`src/rtl/fp_mul_seq.sv`:
```
// fp_mul_seq: multicycle IEEE-754 single-precision multiplier built on a 24-step shift-and-add significand core.
// Optional macro FP_MUL_RNE_EN selects round-to-nearest-even; without it the significand is truncated.
module fp_mul_seq #(
    parameter int XLEN   = 32,
    parameter int MANT_W = 24
) (
    input  logic            clk,
    input  logic            rst_n,
    input  logic            in_valid,
    output logic            in_ready,
    input  logic [XLEN-1:0] A,
    input  logic [XLEN-1:0] B,
    output logic            out_valid,
    input  logic            out_ready,
    output logic [XLEN-1:0] result,
    output logic            overflow,
    output logic            underflow,
    output logic            exception
);
    typedef enum logic [1:0] {
        IDLE = 2'd0,
        MUL  = 2'd1,
        NORM = 2'd2,
        DONE = 2'd3
    } state_t;

    state_t              state_q, state_d;
    logic [4:0]          cnt_q, cnt_d;
    logic                sign_q, sign_d;
    logic signed [9:0]   exp_q, exp_d;
    logic [MANT_W-1:0]   mcand_q, mcand_d;
    logic [MANT_W-1:0]   acc_q, acc_d;
    logic [MANT_W-1:0]   mplr_q, mplr_d;
    logic [XLEN-1:0]     result_q, result_d;
    logic                ovf_q, ovf_d;
    logic                unf_q, unf_d;
    logic                exc_q, exc_d;
    logic                out_valid_q, out_valid_d;
    logic                in_ready_q, in_ready_d;

    logic                a_emax_s, b_emax_s, a_ezero_s, b_ezero_s, a_nan_s, b_nan_s;
    logic                op_sign_s;
    logic [MANT_W:0]     add_s;
    logic [22:0]         frac_s, frac_r_s;
    logic signed [9:0]   exp_n_s, exp_r_s;

    assign a_emax_s  = &A[30:23];
    assign b_emax_s  = &B[30:23];
    assign a_ezero_s = ~|A[30:23];
    assign b_ezero_s = ~|B[30:23];
    assign a_nan_s   = a_emax_s & (|A[22:0]);
    assign b_nan_s   = b_emax_s & (|B[22:0]);
    assign op_sign_s = A[31] ^ B[31];

    // Upper half of the {acc, mplr} product register absorbs the multiplicand when the multiplier LSB is set.
    assign add_s = mplr_q[0] ? ({1'b0, acc_q} + {1'b0, mcand_q}) : {1'b0, acc_q};

    // A product in [2,4) carries its leading one at bit 47 and bumps the exponent.
    assign frac_s  = acc_q[23] ? acc_q[22:0] : {acc_q[21:0], mplr_q[23]};
    assign exp_n_s = exp_q + $signed({9'd0, acc_q[23]});

`ifdef FP_MUL_RNE_EN
    logic        guard_s, sticky_s, rnd_s;
    logic [23:0] frac_inc_s;

    assign guard_s    = acc_q[23] ? mplr_q[23] : mplr_q[22];
    assign sticky_s   = acc_q[23] ? (|mplr_q[22:0]) : (|mplr_q[21:0]);
    assign rnd_s      = guard_s & (sticky_s | frac_s[0]);
    assign frac_inc_s = {1'b0, frac_s} + {23'd0, rnd_s};
    assign frac_r_s   = frac_inc_s[22:0];
    assign exp_r_s    = exp_n_s + $signed({9'd0, frac_inc_s[23]});
`else
    assign frac_r_s   = frac_s;
    assign exp_r_s    = exp_n_s;
`endif

    // Next-state and datapath control for the IDLE/MUL/NORM/DONE sequence.
    always_comb begin
        state_d     = state_q;
        cnt_d       = cnt_q;
        sign_d      = sign_q;
        exp_d       = exp_q;
        mcand_d     = mcand_q;
        acc_d       = acc_q;
        mplr_d      = mplr_q;
        result_d    = result_q;
        ovf_d       = ovf_q;
        unf_d       = unf_q;
        exc_d       = exc_q;
        out_valid_d = out_valid_q;

        case (state_q)
            IDLE: begin
                if (in_valid && in_ready_q) begin
                    sign_d = op_sign_s;
                    exp_d  = $signed({2'b00, A[30:23]}) + $signed({2'b00, B[30:23]}) - 10'sd127;
                    if (a_emax_s || b_emax_s) begin
                        exc_d    = 1'b1;
                        result_d = (a_nan_s || b_nan_s || a_ezero_s || b_ezero_s) ?
                                   32'h7FC0_0000 : {op_sign_s, 8'hFF, 23'd0};
                        state_d  = DONE;
                    end else if (a_ezero_s || b_ezero_s) begin
                        result_d = {op_sign_s, 31'd0};
                        state_d  = DONE;
                    end else begin
                        mcand_d = {1'b1, A[22:0]};
                        mplr_d  = {1'b1, B[22:0]};
                        acc_d   = {MANT_W{1'b0}};
                        cnt_d   = 5'd0;
                        state_d = MUL;
                    end
                end else begin
                    state_d = IDLE;
                end
            end
            MUL: begin
                acc_d  = add_s[MANT_W:1];
                mplr_d = {add_s[0], mplr_q[MANT_W-1:1]};
                if (cnt_q == 5'(MANT_W - 1)) begin
                    cnt_d   = 5'd0;
                    state_d = NORM;
                end else begin
                    cnt_d = cnt_q + 5'd1;
                end
            end
            NORM: begin
                if (exp_r_s >= 10'sd255) begin
                    result_d = {sign_q, 8'hFF, 23'd0};
                    ovf_d    = 1'b1;
                end else if (exp_r_s <= 10'sd0) begin
                    result_d = {sign_q, 31'd0};
                    unf_d    = 1'b1;
                end else begin
                    result_d = {sign_q, exp_r_s[7:0], frac_r_s};
                end
                state_d = DONE;
            end
            DONE: begin
                if (!out_valid_q) begin
                    out_valid_d = 1'b1;
                end else if (out_ready) begin
                    out_valid_d = 1'b0;
                    ovf_d       = 1'b0;
                    unf_d       = 1'b0;
                    exc_d       = 1'b0;
                    state_d     = IDLE;
                end else begin
                    out_valid_d = 1'b1;
                end
            end
            default: begin
                state_d = IDLE;
            end
        endcase

        in_ready_d = (state_d == IDLE);
    end

    // State and output registers; reset abandons any operation in flight.
    always_ff @(posedge clk or negedge rst_n) begin
        if (!rst_n) begin
            state_q     <= IDLE;
            cnt_q       <= 5'd0;
            sign_q      <= 1'b0;
            exp_q       <= 10'sd0;
            mcand_q     <= {MANT_W{1'b0}};
            acc_q       <= {MANT_W{1'b0}};
            mplr_q      <= {MANT_W{1'b0}};
            result_q    <= {XLEN{1'b0}};
            ovf_q       <= 1'b0;
            unf_q       <= 1'b0;
            exc_q       <= 1'b0;
            out_valid_q <= 1'b0;
            in_ready_q  <= 1'b1;
        end else begin
            state_q     <= state_d;
            cnt_q       <= cnt_d;
            sign_q      <= sign_d;
            exp_q       <= exp_d;
            mcand_q     <= mcand_d;
            acc_q       <= acc_d;
            mplr_q      <= mplr_d;
            result_q    <= result_d;
            ovf_q       <= ovf_d;
            unf_q       <= unf_d;
            exc_q       <= exc_d;
            out_valid_q <= out_valid_d;
            in_ready_q  <= in_ready_d;
        end
    end

    assign in_ready  = in_ready_q;
    assign out_valid = out_valid_q;
    assign result    = result_q;
    assign overflow  = ovf_q;
    assign underflow = unf_q;
    assign exception = exc_q;
endmodule
```
`config.mk`:
```
export PLATFORM = sky130hd
export DESIGN_NAME = fp_mul_seq
export DESIGN_NICKNAME = d
export VERILOG_FILES = /design/src/rtl/fp_mul_seq.sv
export SDC_FILE = /design/constraint.sdc
export NUM_CORES = 1
export LEC_CHECK = 0
export CAP_MARGIN = 40
export CORE_ASPECT_RATIO = 0.6
export CORE_MARGIN = 3
export CORE_UTILIZATION = 50
export CTS_CLUSTER_SIZE = 12
export DETAILED_ROUTE_END_ITERATION = 10
export MAX_ROUTING_LAYER = met4
export PLACE_DENSITY = 0.78
export RECOVER_POWER = 100
export REMOVE_ABC_BUFFERS = 1
export SLEW_MARGIN = 20
export SYNTH_ARGS = -nofsm -noshare
export SYNTH_HDL_FRONTEND = slang
export SYNTH_SLANG_ARGS = --single-unit
```
`constraint.sdc`:
```
create_clock -name clk -period 6.7 [get_ports clk]
set_clock_uncertainty 0.05 [all_clocks]
set_input_delay 1.34 -clock clk [delete_from_list [all_inputs] [get_ports clk]]
set_output_delay 1.34 -clock clk [all_outputs]
set_load 0.02 [all_outputs]
```
==> results.cfg, run 1 <==
[yosys]
yosysWarnings = 0
synth_edf_count = 0
yosys-top-cells-count = dfrtp_1 (126), o21ai_0 (80), mux2i_1 (55)
synthTopCellsByArea = dfrtp_1 (39%), mux2i_1 (6.9%), ha_1 (6.6%), o21ai_0 (5.0%), o2bb2ai_2 (3.7%)
synthFlopType = dfrtp_1
postSynthAreaPerCell_um2 = 10.07
synth_top_area_share_pct = 39.35
ys_seq_area_share_pct = 39.68
synthCells = 796
synth_top_area_cell = dfrtp_1
async_reset_ff_share_pct = 100.0
syn_area_um2 = 8013
synth_cell_types = 69
yosysMostFrequentCell = dfrtp_1
ys_seq_elements = 127

[status]
status = finished, violations left
violations = max-capacitance violations, max-slew violations

[timing]
period_minus_slack_ns = 4.942
hold_violations = 0
fin_crit_sh_pct = 73.77
relSlewSlack_pct = -112.1
hold_ws_ns = 0.4243
worst_pin_slew_ns = 3.181
drv_slew = 129
rsz0062_at_grt = false
report.final.setup_viol = 0
timing.fmax_mhz = 202.3
fin_tns_setup_ns = 0

[detailed_routing]
drt_iter0_drc = 616
drc_errors = 0
vias = 6841
viasPerCell = 6.213
wl_per_cell_um = 19.37
postRouteAntennaNets = 0
first_pass_iters = 5
drt-total-wl_um = 21320

[setup_path]
r2r_slack_ns = 2.10
crit_fanout = 42
arrival_ns = 5.16
critPathCaptureType = flop
crit_type = in2reg
start_kind = input port
worstPathRequired_ns = 6.92

[final_layout]
synthToLayoutAreaGrowth_pct = 21.22
fin_util_pct = 62.66
fin_nets = 996
drive_gt1_share_pct = 8.473
fin_area_um2 = 9713

[floorplan]
die_h_um = 104.1
core_um2 = 15500
start_util_pct = 51.69
die-area_um2 = 17630
placementRows = 35
num_io_pins = 105
die_w_um = 169.4

[clock_tree]
post_cts_buffers = 0
h-tree-depth = 4
cts_tree = yes
clock-root-buffer = clkbuf_16
cts_resized = 0
hold_buffers = 0
clkLatencyLatePin_ns = 0.42
clkTransAtPathRegs_ns = 0.06
clock-sinks = 127
ctsLongestPathBuffers = 2
cts_made_buffers = 17

[global_route]
grt_pass1_wl_um = 34530
grt_usage_pct = 25.04
met3_usage_pct = 6.608
grt_pass1_vias = 6449
antenna_found_initial = 1
grt_max_degree = 60
grt_overflow = 0
met2_usage_pct = 33.50
grt.met1_usage_pct = 38.55
gr-max-usage-layer = met1

[job]
cap_viol_max_count = 3

[min_path]
hp-class = reg2reg

[placed_design]
hpwl_um = 15020
io_buffers = 104
place_congestion = 0.9305
place_area_um2 = 9193

[power_and_ir_drop]
powerDensity_nw_per_um2 = 490.0
leakagePower_nw = 4.214
finalPower_w = 0.004759
ir_drop_mv = 0.1830
==> registers in the layout, indices dropped and copies added, names as in the netlist <==
register,flops
exp_q,10
underflow,1
result,32
exception,1
sign_q,1
state_q,2
acc_q,24
mplr_q,24
in_ready,1
overflow,1
mcand_q,24
out_valid,1
cnt_q,5
==> worst paths after layout <==
path,startpoint,endpoint,cells past startpoint
setup / recovery,A[25],mplr_q[3],9
hold / removal,overflow,overflow,1
setup reg to reg,acc_q[23],result[24],9
hold reg to reg,overflow,overflow,1
max in group asynchronous,rst_n,acc_q[14],2
min in group asynchronous,rst_n,result[0],1
==> per-layer routing <==
metal	vias up	wire length [um]
li1	3206	-
met1	3333	10680
met2	287	8606
met3	15	1908
met4	0	129
met5	-	0
==> final cells by class <==
class | count | area [um2]
clock buffers | 19 | 452.9
repair buffers | 120 | 1170
fillers | 1286 | 5789
flip-flops and latches | 127 | 3179
multi-input cells | 597 | 4377
diodes | 1 | 2.502
clock inverters | 13 | 198.9
well taps | 203 | 254.0
inverters | 21 | 78.83
==> cell usage in the layout, fill, tap and decap left out, drive strengths merged, types with 7 or more instances in the layout <==
cell and instances:
clkdlybuf4s50 62, o21ai 80, dlygate4sd3 41, xnor2 16, ha 42, nor2 35
o21a 9, mux2i 55, a21oi 37, inv 26, nand3 16, nor3 19
nand4 20, o211ai 13, dfrtp 126, buf 9, o22a 8, o2bb2ai 26
a21o 12, a211oi 8, nor4 18, mux2 24, nand2 47, o31ai 11
and2 7, clkbuf 27, xor2 11
==> logic make-up after synthesis <==
family                   Yosys count  share of synthesized area, %
AO/OA/AOI/OAI                    255                         23.56
AND/OR/NAND/NOR                  192                         12.18
flip-flops                       127                         39.68
multiplexers                      79                         10.24
buffers and inverters             72                         4.326
adder cells (fa/ha/maj)           44                         7.058
XOR/XNOR                          27                         2.951
==> critical path, cell delays in order <==
cell           delay (ns)
dlygate4sd3_1        0.59
nor4_1               0.37
and2_0               0.24
nor2_1               0.11
a31oi_2              0.18
clkbuf_1             1.34
or2_1                0.60
buf_8                0.25
o21ai_0              0.12
==> stage by stage <==
step,setup WS (ns),cells
2_1_floorplan,2.317,745
3_5_place_dp,2.554,1065
4_1_cts,2.957,1097
6_report,1.758,1101
5_1_grt,1.496,1101
3_3_place_gp,2.297,1060
==> power by group <==
part           internal (W)  leakage, nW  switching (W)
clock              0.000652        0.313       0.000378
sequential          0.00113         1.63       0.000336
combinational      0.000999         2.27        0.00127
total               0.00278         4.21        0.00198
(Power assumes the default switching activity.)
==> run 2: changes to the inputs <==
==> constraint.sdc (replaced) <==
create_clock -name clk -period 4.8 [get_ports clk]
set_clock_uncertainty 0.05 [all_clocks]
set_input_delay 0.96 -clock clk [delete_from_list [all_inputs] [get_ports clk]]
set_output_delay 0.96 -clock clk [all_outputs]
set_load 0.02 [all_outputs]
==> run 2 against run 1 <==
Compared with the run above: the flow now finishes without violations; largest power group unchanged; first-iteration DRC count rose by 35%; final area decreased by 0.77%; routed wire length grew 1.4%.
==> results.cfg, run 2 (synthesis results as in run 1) <==
[status]
status = complete, no violations

[power_and_ir_drop]
power.share.clock_pct = 20.1
finalPower_w = 0.006524
ir_drop_mv = 0.2503
leakagePower_nw = 4.178
swShare_pct = 43.50
seq_power_share_pct = 31.3
internal_power_w = 0.003686
p_switching_w = 0.002838
powerDensity_nw_per_um2 = 676.9
combPwrFrac_pct = 48.6

[detailed_routing]
vias = 6873
wl_per_cell_um = 19.70
drt-total-wl_um = 21620
postRouteAntennaNets = 0
drt_iter0_drc = 832
first_pass_iters = 6
drc_errors = 0
viasPerCell = 6.265

[final_layout]
largest_reg_flops = 32
synthToLayoutAreaGrowth_pct = 20.28
fin_nets = 993
fin_util_pct = 62.17
layout.cells.non_filler = 1097
layout_common_cells = dfrtp_1 (126), o21ai_0 (80), clkdlybuf4s50_1 (63), mux2i_1 (55), nand2_1 (47)
diodes = 0
final_common_cell = dfrtp_1
drive_gt1_share_pct = 9.060

[setup_path]
slowest_delay_ns = 0.53
reg2reg_from = acc_q[23]
crit_path_start = acc_q[23]
cp_cell_sequence = ha_1 -> ha_1 -> and4_1 -> a2111oi_0 -> a211oi_1 -> o41ai_4 -> or2_1 -> clkbuf_2 -> o221ai_1
crit_fanout = 23
worstPathRequired_ns = 5.01
cp_slowest_cell = a2111oi_0
cpMostUsedCell = ha_1
crit_type = reg2reg
critPathCaptureType = flop
start_kind = flop
arrival_ns = 3.85

[clock_tree]
cts_made_buffers = 17
clock-root-buffer = clkbuf_16
clock-sinks = 127
clkTransAtPathRegs_ns = 0.06
hold_buffers = 0
cts_resized = 0
cts_tree = yes
h-tree-depth = 4
clkLatencyLatePin_ns = 0.43
ctsLongestPathBuffers = 2
post_cts_buffers = 0

[global_route]
antenna_found_initial = 0
grt_max_degree = 128
grt_usage_pct = 25.60
grt_overflow = 0
grt_pass1_wl_um = 35390
grt_pass1_vias = 6493

[timing]
report.final.setup_viol = 0
fin_tns_setup_ns = 0
period_minus_slack_ns = 3.643
timing.fmax_mhz = 274.5
fin_crit_sh_pct = 75.91
drv_slew = 0
rsz0062_at_grt = false
worst_pin_slew_ns = 1.147
hold_ws_ns = 0.4240
relSlewSlack_pct = 22.85
hold_violations = 0

[min_path]
hp-class = reg2reg
min_from = mcand_q[23]

[floorplan]
die_h_um = 104.1
placementRows = 35
die_w_um = 169.4
start_util_pct = 51.69
num_io_pins = 105
core_um2 = 15500
die-area_um2 = 17630

[placed_design]
io_buffers = 104
place_congestion = 0.9593
hpwl_um = 15300
dp_cells = 1064

[job]
cap_viol_max_count = 0
-- run 2: changes by cell type in the layout (fill, tap and decap cells not counted), moves of 3 or more --
cell | before | now
clkbuf_1 | 7 | 1
o2bb2ai_1 | 25 | 20
bufinv_16 | 4 | 1
buf_4 | 4 | 9
o2bb2ai_2 | 1 | 6
-- run 2: layout make-up --
| type | instances | area [um2] |
|---|---|---|
| timing repair buffer | 117 | 1146 |
| clock inverter | 15 | 172.7 |
| fill | 1315 | 5864 |
| inverter | 21 | 78.83 |
| tap | 203 | 254.0 |
| clock buffer | 17 | 425.4 |
| sequential | 127 | 3179 |
| multi-input combinational | 597 | 4382 |
-- run 2: final timing paths --
check	end	slack (ns)	depth (start not counted)
setup / recovery	result[22]	1.16	9
max in group asynchronous	exp_q[9]	3.56	2
hold / removal	mcand_q[23]	0.42	1
hold reg to reg	mcand_q[23]	0.42	1
min in group asynchronous	mplr_q[16]	0.64	2
setup reg to reg	result[22]	1.16	9
-- run 2: worst max-delay path: cells and delay by family (launching register included) --
kind            cells  cell delay [ns]
buf+inv             1             0.52
compound gates      4             1.51
simple gates        2             0.48
fa+ha+maj           2             0.50
flops               1             0.41
-- run 2: layer usage --
layer,wire [um],up-vias,global-route usage [%]
li1,-,3200,-
met1,11050,3369,41.09
met2,8614,280,33.04
met3,1750,24,4.861
met4,202,0,5.251
met5,0,-,-
-- run 2: metrics by stage --
stage	instance area [um2]	setup WS (ns)
global route	9638	0.8916
CTS	9748	1.639
global placement	9146	1.309
detailed placement	9150	1.195
finish	9638	1.157
floorplan	7745	0.4169
-- run 2: power by group through the flow --
| stage | sequential, W | clock, W | combinational [W] |
|---|---|---|---|
| after floorplan | 0.00211 | 0 | 0.00208 |
| after global placement | 0.00205 | 0 | 0.00312 |
| after detailed placement | 0.00207 | 0 | 0.00319 |
| after CTS | 0.00206 | 0.00132 | 0.00322 |
| after global routing | 0.00212 | 0.00137 | 0.00347 |
| final | 0.00204 | 0.00131 | 0.00317 |
